`config.mk`:
```
export PLATFORM = sky130hd
export DESIGN_NAME = button_conditioner_flat
export DESIGN_NICKNAME = d
export VERILOG_FILES = /design/src/rtl/button_conditioner_if.sv /design/src/rtl/button_conditioner.sv /design/src/flat_wrapper.sv
export SDC_FILE = /design/constraint.sdc
export NUM_CORES = 1
export LEC_CHECK = 0
export CORE_MARGIN = 1
export CORE_UTILIZATION = 50
export CTS_CLUSTER_DIAMETER = 120
export DETAILED_ROUTE_END_ITERATION = 6
export GPL_TIMING_DRIVEN = 0
export PLACE_DENSITY = 0.79
export SKIP_LAST_GASP = 1
export SLEW_MARGIN = 20
export SYNTH_ARGS = -nofsm -noshare
export SYNTH_HDL_FRONTEND = slang
export SYNTH_SLANG_ARGS = --single-unit
```
`constraint.sdc`:
```
create_clock -name clk -period 1.68 [get_ports clk]
set_clock_uncertainty 0.15 [all_clocks]
set_input_delay 0.336 -clock clk [delete_from_list [all_inputs] [get_ports clk]]
set_output_delay 0.336 -clock clk [all_outputs]
set_load 0.005 [all_outputs]
```
`src/rtl/button_conditioner_if.sv`:
```
// Push-button bundle between the raw button pads and the lock FSM.
// Carries the three raw button levels into the conditioner, and carries the
// conditioned key pulses, the debounced levels and the chord-conflict flag out.
//   master : drives the raw levels and observes the conditioned outputs
//            (the pad side, or a testbench).
//   slave  : the conditioner itself.
interface button_conditioner_if;
  logic reset_raw;
  logic zero_raw;
  logic one_raw;
  logic reset_pulse;
  logic zero_pulse;
  logic one_pulse;
  logic zero_level;
  logic one_level;
  logic conflict;

  modport master (
    output reset_raw, zero_raw, one_raw,
    input  reset_pulse, zero_pulse, one_pulse, zero_level, one_level, conflict
  );

  modport slave (
    input  reset_raw, zero_raw, one_raw,
    output reset_pulse, zero_pulse, one_pulse, zero_level, one_level, conflict
  );
endinterface

```
`src/rtl/button_conditioner.sv`:
```
// Button front end for the combination-lock FSM.
// Each raw button level (reset, zero, one) goes through a two-flop
// synchroniser and a counting debouncer. Every debounced rising edge becomes
// a registered one-cycle key pulse. A zero/one press made while the other
// key is also held is dropped and reported on conflict instead.
//   clk : system clock, rising edge
//   clr : synchronous active-high reset, overrides everything
//   btn : slave side of button_conditioner_if
//         in : reset_raw, zero_raw, one_raw
//         out: reset_pulse, zero_pulse, one_pulse, zero_level, one_level,
//              conflict
// DEBOUNCE_CYCLES (1..65535) is the number of consecutive synchronised
// cycles an input must disagree with its debounced level before the level
// follows it.
module button_conditioner #(
  parameter int DEBOUNCE_CYCLES = 4
) (
  input  logic                 clk,
  input  logic                 clr,
  button_conditioner_if.slave  btn
);

  localparam int CNT_W = $clog2(DEBOUNCE_CYCLES + 1);
  localparam logic [CNT_W-1:0] CNT_LAST = CNT_W'(DEBOUNCE_CYCLES - 1);
  localparam logic [CNT_W-1:0] CNT_ONE  = CNT_W'(1);

  // Channel index into the per-button vectors
  localparam int CH_RST  = 0;
  localparam int CH_ZERO = 1;
  localparam int CH_ONE  = 2;

  logic [2:0]            raw_vec;
  logic [2:0]            sync1;
  logic [2:0]            sync2;
  logic [2:0]            lvl;
  logic [2:0]            lvl_nxt;
  logic [2:0]            rise;
  logic [2:0][CNT_W-1:0] cnt;
  logic [2:0][CNT_W-1:0] cnt_nxt;

  logic reset_pulse_q;
  logic zero_pulse_q;
  logic one_pulse_q;
  logic conflict_q;

  logic reset_pulse_d;
  logic zero_pulse_d;
  logic one_pulse_d;
  logic conflict_d;

  assign raw_vec = {btn.one_raw, btn.zero_raw, btn.reset_raw};

  // Debounce: count consecutive disagreeing samples; any agreeing sample
  // (a bounce back) restarts the count. The level flips on the sample that
  // would complete DEBOUNCE_CYCLES disagreements.
  always_comb begin
    for (int i = 0; i < 3; i++) begin
      lvl_nxt[i] = lvl[i];
      cnt_nxt[i] = '0;
      if (sync2[i] != lvl[i]) begin
        if (cnt[i] == CNT_LAST) begin
          lvl_nxt[i] = sync2[i];
        end else begin
          cnt_nxt[i] = cnt[i] + CNT_ONE;
        end
      end
    end
  end

  assign rise = lvl_nxt & ~lvl;

  // Qualification looks at the levels as they will be after this edge, so a
  // key that rises while the other key is already (or simultaneously) down
  // is a chord. A reset press masks any key or conflict event on the same edge.
  always_comb begin
    reset_pulse_d = rise[CH_RST];
    zero_pulse_d  = rise[CH_ZERO] & ~lvl_nxt[CH_ONE]  & ~rise[CH_RST];
    one_pulse_d   = rise[CH_ONE]  & ~lvl_nxt[CH_ZERO] & ~rise[CH_RST];
    conflict_d    = (rise[CH_ZERO] | rise[CH_ONE]) &
                    lvl_nxt[CH_ZERO] & lvl_nxt[CH_ONE] & ~rise[CH_RST];
  end

  always_ff @(posedge clk) begin
    if (clr) begin
      sync1         <= '0;
      sync2         <= '0;
      lvl           <= '0;
      cnt           <= '0;
      reset_pulse_q <= 1'b0;
      zero_pulse_q  <= 1'b0;
      one_pulse_q   <= 1'b0;
      conflict_q    <= 1'b0;
    end else begin
      sync1         <= raw_vec;
      sync2         <= sync1;
      lvl           <= lvl_nxt;
      cnt           <= cnt_nxt;
      reset_pulse_q <= reset_pulse_d;
      zero_pulse_q  <= zero_pulse_d;
      one_pulse_q   <= one_pulse_d;
      conflict_q    <= conflict_d;
    end
  end

  assign btn.reset_pulse = reset_pulse_q;
  assign btn.zero_pulse  = zero_pulse_q;
  assign btn.one_pulse   = one_pulse_q;
  assign btn.conflict    = conflict_q;
  assign btn.zero_level  = lvl[CH_ZERO];
  assign btn.one_level   = lvl[CH_ONE];

endmodule

```
`src/flat_wrapper.sv`:
```
// flat-port wrapper written by rule: the top's interface ports become plain ports
module button_conditioner_flat 
#(
  parameter int DEBOUNCE_CYCLES = 4
)
  (clk, clr, btn_reset_raw, btn_zero_raw, btn_one_raw, btn_reset_pulse, btn_zero_pulse, btn_one_pulse, btn_zero_level, btn_one_level, btn_conflict);
  button_conditioner_if btn_i ();
  input  logic clk;
  input  logic clr;
  input wire logic [$bits(btn_i.reset_raw)-1:0] btn_reset_raw;
  input wire logic [$bits(btn_i.zero_raw)-1:0] btn_zero_raw;
  input wire logic [$bits(btn_i.one_raw)-1:0] btn_one_raw;
  output wire logic [$bits(btn_i.reset_pulse)-1:0] btn_reset_pulse;
  output wire logic [$bits(btn_i.zero_pulse)-1:0] btn_zero_pulse;
  output wire logic [$bits(btn_i.one_pulse)-1:0] btn_one_pulse;
  output wire logic [$bits(btn_i.zero_level)-1:0] btn_zero_level;
  output wire logic [$bits(btn_i.one_level)-1:0] btn_one_level;
  output wire logic [$bits(btn_i.conflict)-1:0] btn_conflict;
  assign btn_i.reset_raw = btn_reset_raw;
  assign btn_i.zero_raw = btn_zero_raw;
  assign btn_i.one_raw = btn_one_raw;
  assign btn_reset_pulse = btn_i.reset_pulse;
  assign btn_zero_pulse = btn_i.zero_pulse;
  assign btn_one_pulse = btn_i.one_pulse;
  assign btn_zero_level = btn_i.zero_level;
  assign btn_one_level = btn_i.one_level;
  assign btn_conflict = btn_i.conflict;
  button_conditioner #(.DEBOUNCE_CYCLES(DEBOUNCE_CYCLES)) u_core (.clk(clk), .clr(clr), .btn(btn_i));
endmodule
```
* Word-level counts from Yosys, hierarchy flattened *
Cells that the tools add are included.

cells by class
  add/sub/neg operators = 3
  equal/unequal tests = 6
  multiplexer cells = 6
  bitwise logic cells = 16
  reductions and logical operators = 3

operators with widths
  cell                                            count
  adder 3 x 1 -> 3 bit (second input constant)    3
  == test 3 x 2 -> 1 bit (second input constant)  3
  OR reduction 3 bit                              3
  AND 1 bit                                       7
  2-to-1 mux 1 bit                                6
  inverter 1 bit                                  6
  AND 3 bit                                       1
  != test 1 bit                                   3
  inverter 3 bit                                  1
  bitwise OR 1 bit                                1

storage, ports and cells
  bits in registers = 22
  bits of input ports = 5
  output and inout bits = 6
  word-level logic and storage cells = 44

* Logic depth before layout (Yosys ltp) *
  depth in word-level cells = 8
  depth in mapped cells = 4
  gate-level depth less buffers = 4

* Worst setup path after synthesis *
Ideal clock, no wire load.

  path kind = reg-to-reg
  start = register u_core.cnt[0] (netlist name)
  end = register u_core.one_pulse_q (netlist: u_core.btn.one_pulse)
  setup time = 87 ps
  data arrival time = 1,161 ps
  required time = 1,443 ps
  slack = 282 ps
  stages on the path, launching flop included = 5
  path buffers = 0
  period minus slack after synthesis = 1,398 ps
  path through = dfxtp_1 > ha_1 > ha_1 > and3b_1 > nor4b_2

on the way
  longest elaborated chain between the ends = 6

ends and longest elaborated chain
  what                      line                       source
  start: declaration        button_conditioner.sv:38   logic [2:0][CNT_W-1:0] cnt;
  start signal: assignment  button_conditioner.sv:97   cnt <= cnt_nxt;
  == test 3 x 2 -> 1 bit    button_conditioner.sv:61   if (cnt[i] == CNT_LAST) begin
  2-to-1 mux 1 bit          button_conditioner.sv:61
  2-to-1 mux 1 bit          button_conditioner.sv:60   if (sync2[i] != lvl[i]) begin
  AND 3 bit                 button_conditioner.sv:70   assign rise = lvl_nxt & ~lvl;
  inverter 1 bit            button_conditioner.sv:78   one_pulse_d = rise[CH_ONE] & ~lvl_nxt[CH_ZERO] & ~rise[CH_RST];
  AND 1 bit                 button_conditioner.sv:78
  end signal: assignment    button_conditioner.sv:100  one_pulse_q <= one_pulse_d;
  end: declaration          button_conditioner.sv:43   logic one_pulse_q;

No other way between the ends.
A chain may end at the register's enable or synchronous reset.

* Worst setup path after layout *
  start = register u_core.lvl[2]
  end = output btn_one_level

RTL lines
  what                      line                      source
  start: declaration        button_conditioner.sv:35  logic [2:0] lvl;
  start signal: assignment  button_conditioner.sv:96  lvl <= lvl_nxt;
  end: declaration          flat_wrapper.sv:17        output wire logic [$bits(btn_i.one_level)-1:0] btn_one_level;

No word-level cell between the ends.

==> metrics.cfg <==
[run_status]
status = completed

[run]
maxCapViolCount = 0

[critical_path]
critical_path_peak_fanout = 2
criticalPathCategory = reg -> out
reg2reg_slack_ns = 0.07
startpoint_type = flop
cp_top_family = buffers and inverters
arrival_ns = 1.13
cp_num_buf_inv = 1
end_kind = primary output
cpPeakStageDelay_ns = 0.49
cp.required_ns = 1.19
crit_chain = clkdlybuf4s50_1
critical_path.slowest_cell = clkdlybuf4s50_1
rr_startpoint = u_core.cnt[6]$_SDFF_PP0_
startpoint = u_core.lvl[2]$_SDFF_PP0_

[synthesis]
ys_warn_count = 0
synthDistinctLibCells = 15
async_flop_share_pct = 0
yosys-top-cells-count = 22 x dfxtp_1, 7 x nor2b_1, 6 x ha_1, 6 x nor4_1
synth_top_area_share_pct = 56.14
synth_seq_cells = 22
yosysSeqAreaShare_pct = 56.14
synth_cells = 65
syn_area_sq_um = 784.5
syn_avg_cell_area_sq_um = 12.07
synth_edf_count = 0
synth_area_leaders = dfxtp_1 56%, ha_1 9.6%, nor4b_2 5.7%
syn_nets = 76
ys.flop_type = dfxtp_1
synth_area_leader_cell = dfxtp_1
yosysMostFrequentCell = dfxtp_1

[power_and_ir_drop]
p_leak_nw = 0.3612
pwr-share-clk_pct = 33.0
p_seq_share_pct = 63.3
total_power_uw = 844.4
vdd_drop_max_mv = 0.5993
switching_share_pct = 19.54
power_switching_uw = 165.0
power_density_nw_per_um2 = 872.0
combinationalPowerShare_pct = 3.7
p_int_uw = 679.4

[timing]
finalHoldViolations = 0
drv_slew = 0
setup_ws_ns = 0.06653
worst_pin_slew_ns = 0.4457
setup_violations = 0
max_freq_mhz = 619.8
layout_min_cycle_time_ns = 1.613
finalCritPeriodShare_pct = 96.04
rsz0062_at_grt = true
slew_headroom_pct = 70.29

[die]
initial_utilization_pct = 56.74
rows = 13
dieArea_sq_um = 1731
pin_count = 11
coreArea_sq_um = 1383
fp.dieH_um = 41.61
fp.dieW_um = 41.61

[global_route]
grt_max_degree = 13
overflow = 0
grt_pass1_wl_mm = 2.014
grtUsageTotal_pct = 15.89
grt_pass1_vias = 429
antenna_found_initial = 0

[place]
port-buffer-count = 10
place_congestion = 0.7048
preCtsSetupSlack_ns = -0.04178
dpl.hpwl_um = 852.1
placed_area_sq_um = 903.4

[clock_network]
cts-root-buf = clkbuf_4
cts_max_level = 1
clkSinkCount = 22
worstSkewPairLatency_ns = 0.30
hold_buffers = 0
clock_path_buffers = 2
clk_pin_slew_ns = 0.11
numCtsBuffers = 3
cts_tree = built

[cells_and_area]
diodes = 0
drive_above_1_share_pct = 17.07
n_fill_cell = 112
areaGrowthSynthToFinish_pct = 23.45
post-route-cell-area_sq_um = 968.4
layout.nets = 94

[worst_hold_path]
min-delay-start = u_core.cnt[3]$_SDFF_PP0_
min_path_type = reg -> reg

[route]
vias = 502
antenna_left = 0
drtIter0Drc = 4
drtPass1Iterations = 2
routed_wl_mm = 1.172
wl_per_cell_um = 12.08
viasPerCell = 5.175
drcViolationCount = 0

-- layout by cell type (no fill, tap or decap), drive strengths merged --
cell type	n
a21oi	1
and3b	1
buf	5
clkbuf	4
clkdlybuf4s50	10
dfxtp	22
ha	6
inv	3
mux2i	3
nand3b	2
nor2	3
nor2b	7
nor4	6
nor4b	6
xnor2	3
-- area by class of cell --
| class | count | area (sq um) | share of cell area (%) |
|---|---|---|---|
| clock buffer | 4 | 36.28 | 3.747 |
| buffer | 2 | 8.758 | 0.9044 |
| tap | 15 | 18.77 | 1.938 |
| timing repair buffer | 13 | 122.6 | 12.66 |
| multi-input combinational | 38 | 327.8 | 33.85 |
| sequential | 22 | 442.9 | 45.74 |
| inverter | 3 | 11.26 | 1.163 |
-- sequential cells by signal, summed over array words and instances (netlist names) --
register,count
u_core.btn.conflict,1
u_core.btn.one_pulse,1
u_core.btn.reset_pulse,1
u_core.btn.zero_pulse,1
u_core.cnt,9
u_core.lvl,3
u_core.sync1,3
u_core.sync2,3
-- metal layers --
metal | wire length [um] | GRT usage (%)
met1 | 565 | 21.11
met2 | 547 | 23.13
met3 | 39 | 3.913
met4 | 20 | 9.677
met5 | 0 | 0
-- per-stage QoR --
step / cells / utilization [%] / hold slack [ns] / TNS (ns)
after floorplan: 65 / - / 0.2572 / 0
after global placement: 90 / 65.34 / 0.2655 / 0
after detailed placement: 90 / 65.34 / 0.2773 / -0.04178
after CTS: 96 / 69.23 / 0.2944 / 0
after global routing: 97 / 70.05 / 0.3101 / -0.01393
final: 97 / 70.05 / 0.2932 / 0
-- power groups by stage --
stage | clock network, mW | registers [mW] | logic, mW
global route | 0.317 | 0.536 | 0.0345
CTS | 0.291 | 0.535 | 0.0315
floorplan | 0 | 0.546 | 0.0176
detailed placement | 0 | 0.547 | 0.0313
finish | 0.279 | 0.535 | 0.0310
global placement | 0 | 0.546 | 0.0307
-- cell families (layout without fill, tap and decap cells) --
logic type                 count (synthesis)  in the layout  synth area share [%]
and+or+nand+nor                           25             25                 23.92
DFF                                       22             22                 56.14
adders and majority gates                  6              6                 9.569
buffers and inverters                      5             22                 2.551
xor gates and xnor gates                   3              3                 3.350
muxes                                      3              3                 3.828
AOI/OAI and AO/OA                          1              1                0.6373
-- final timing paths --
| path | to | depth (start not counted) |
|---|---|---|
| max | btn_one_level | 1 |
| min | u_core.cnt[3]$_SDFF_PP0_ | 1 |
| max reg2reg | u_core.btn.conflict$_SDFF_PP0_ | 5 |
| min reg2reg | u_core.cnt[3]$_SDFF_PP0_ | 1 |
-- timing repair --
| action | CTS | global route |
|---|---|---|
| hold endpoints to repair | 0 | 0 |
| setup buffers | 2 | 1 |
| gates resized for setup | 2 | 1 |
| endpoints found under the setup margin | 2 | 1 |
Power figures use the tool's default switching activity.
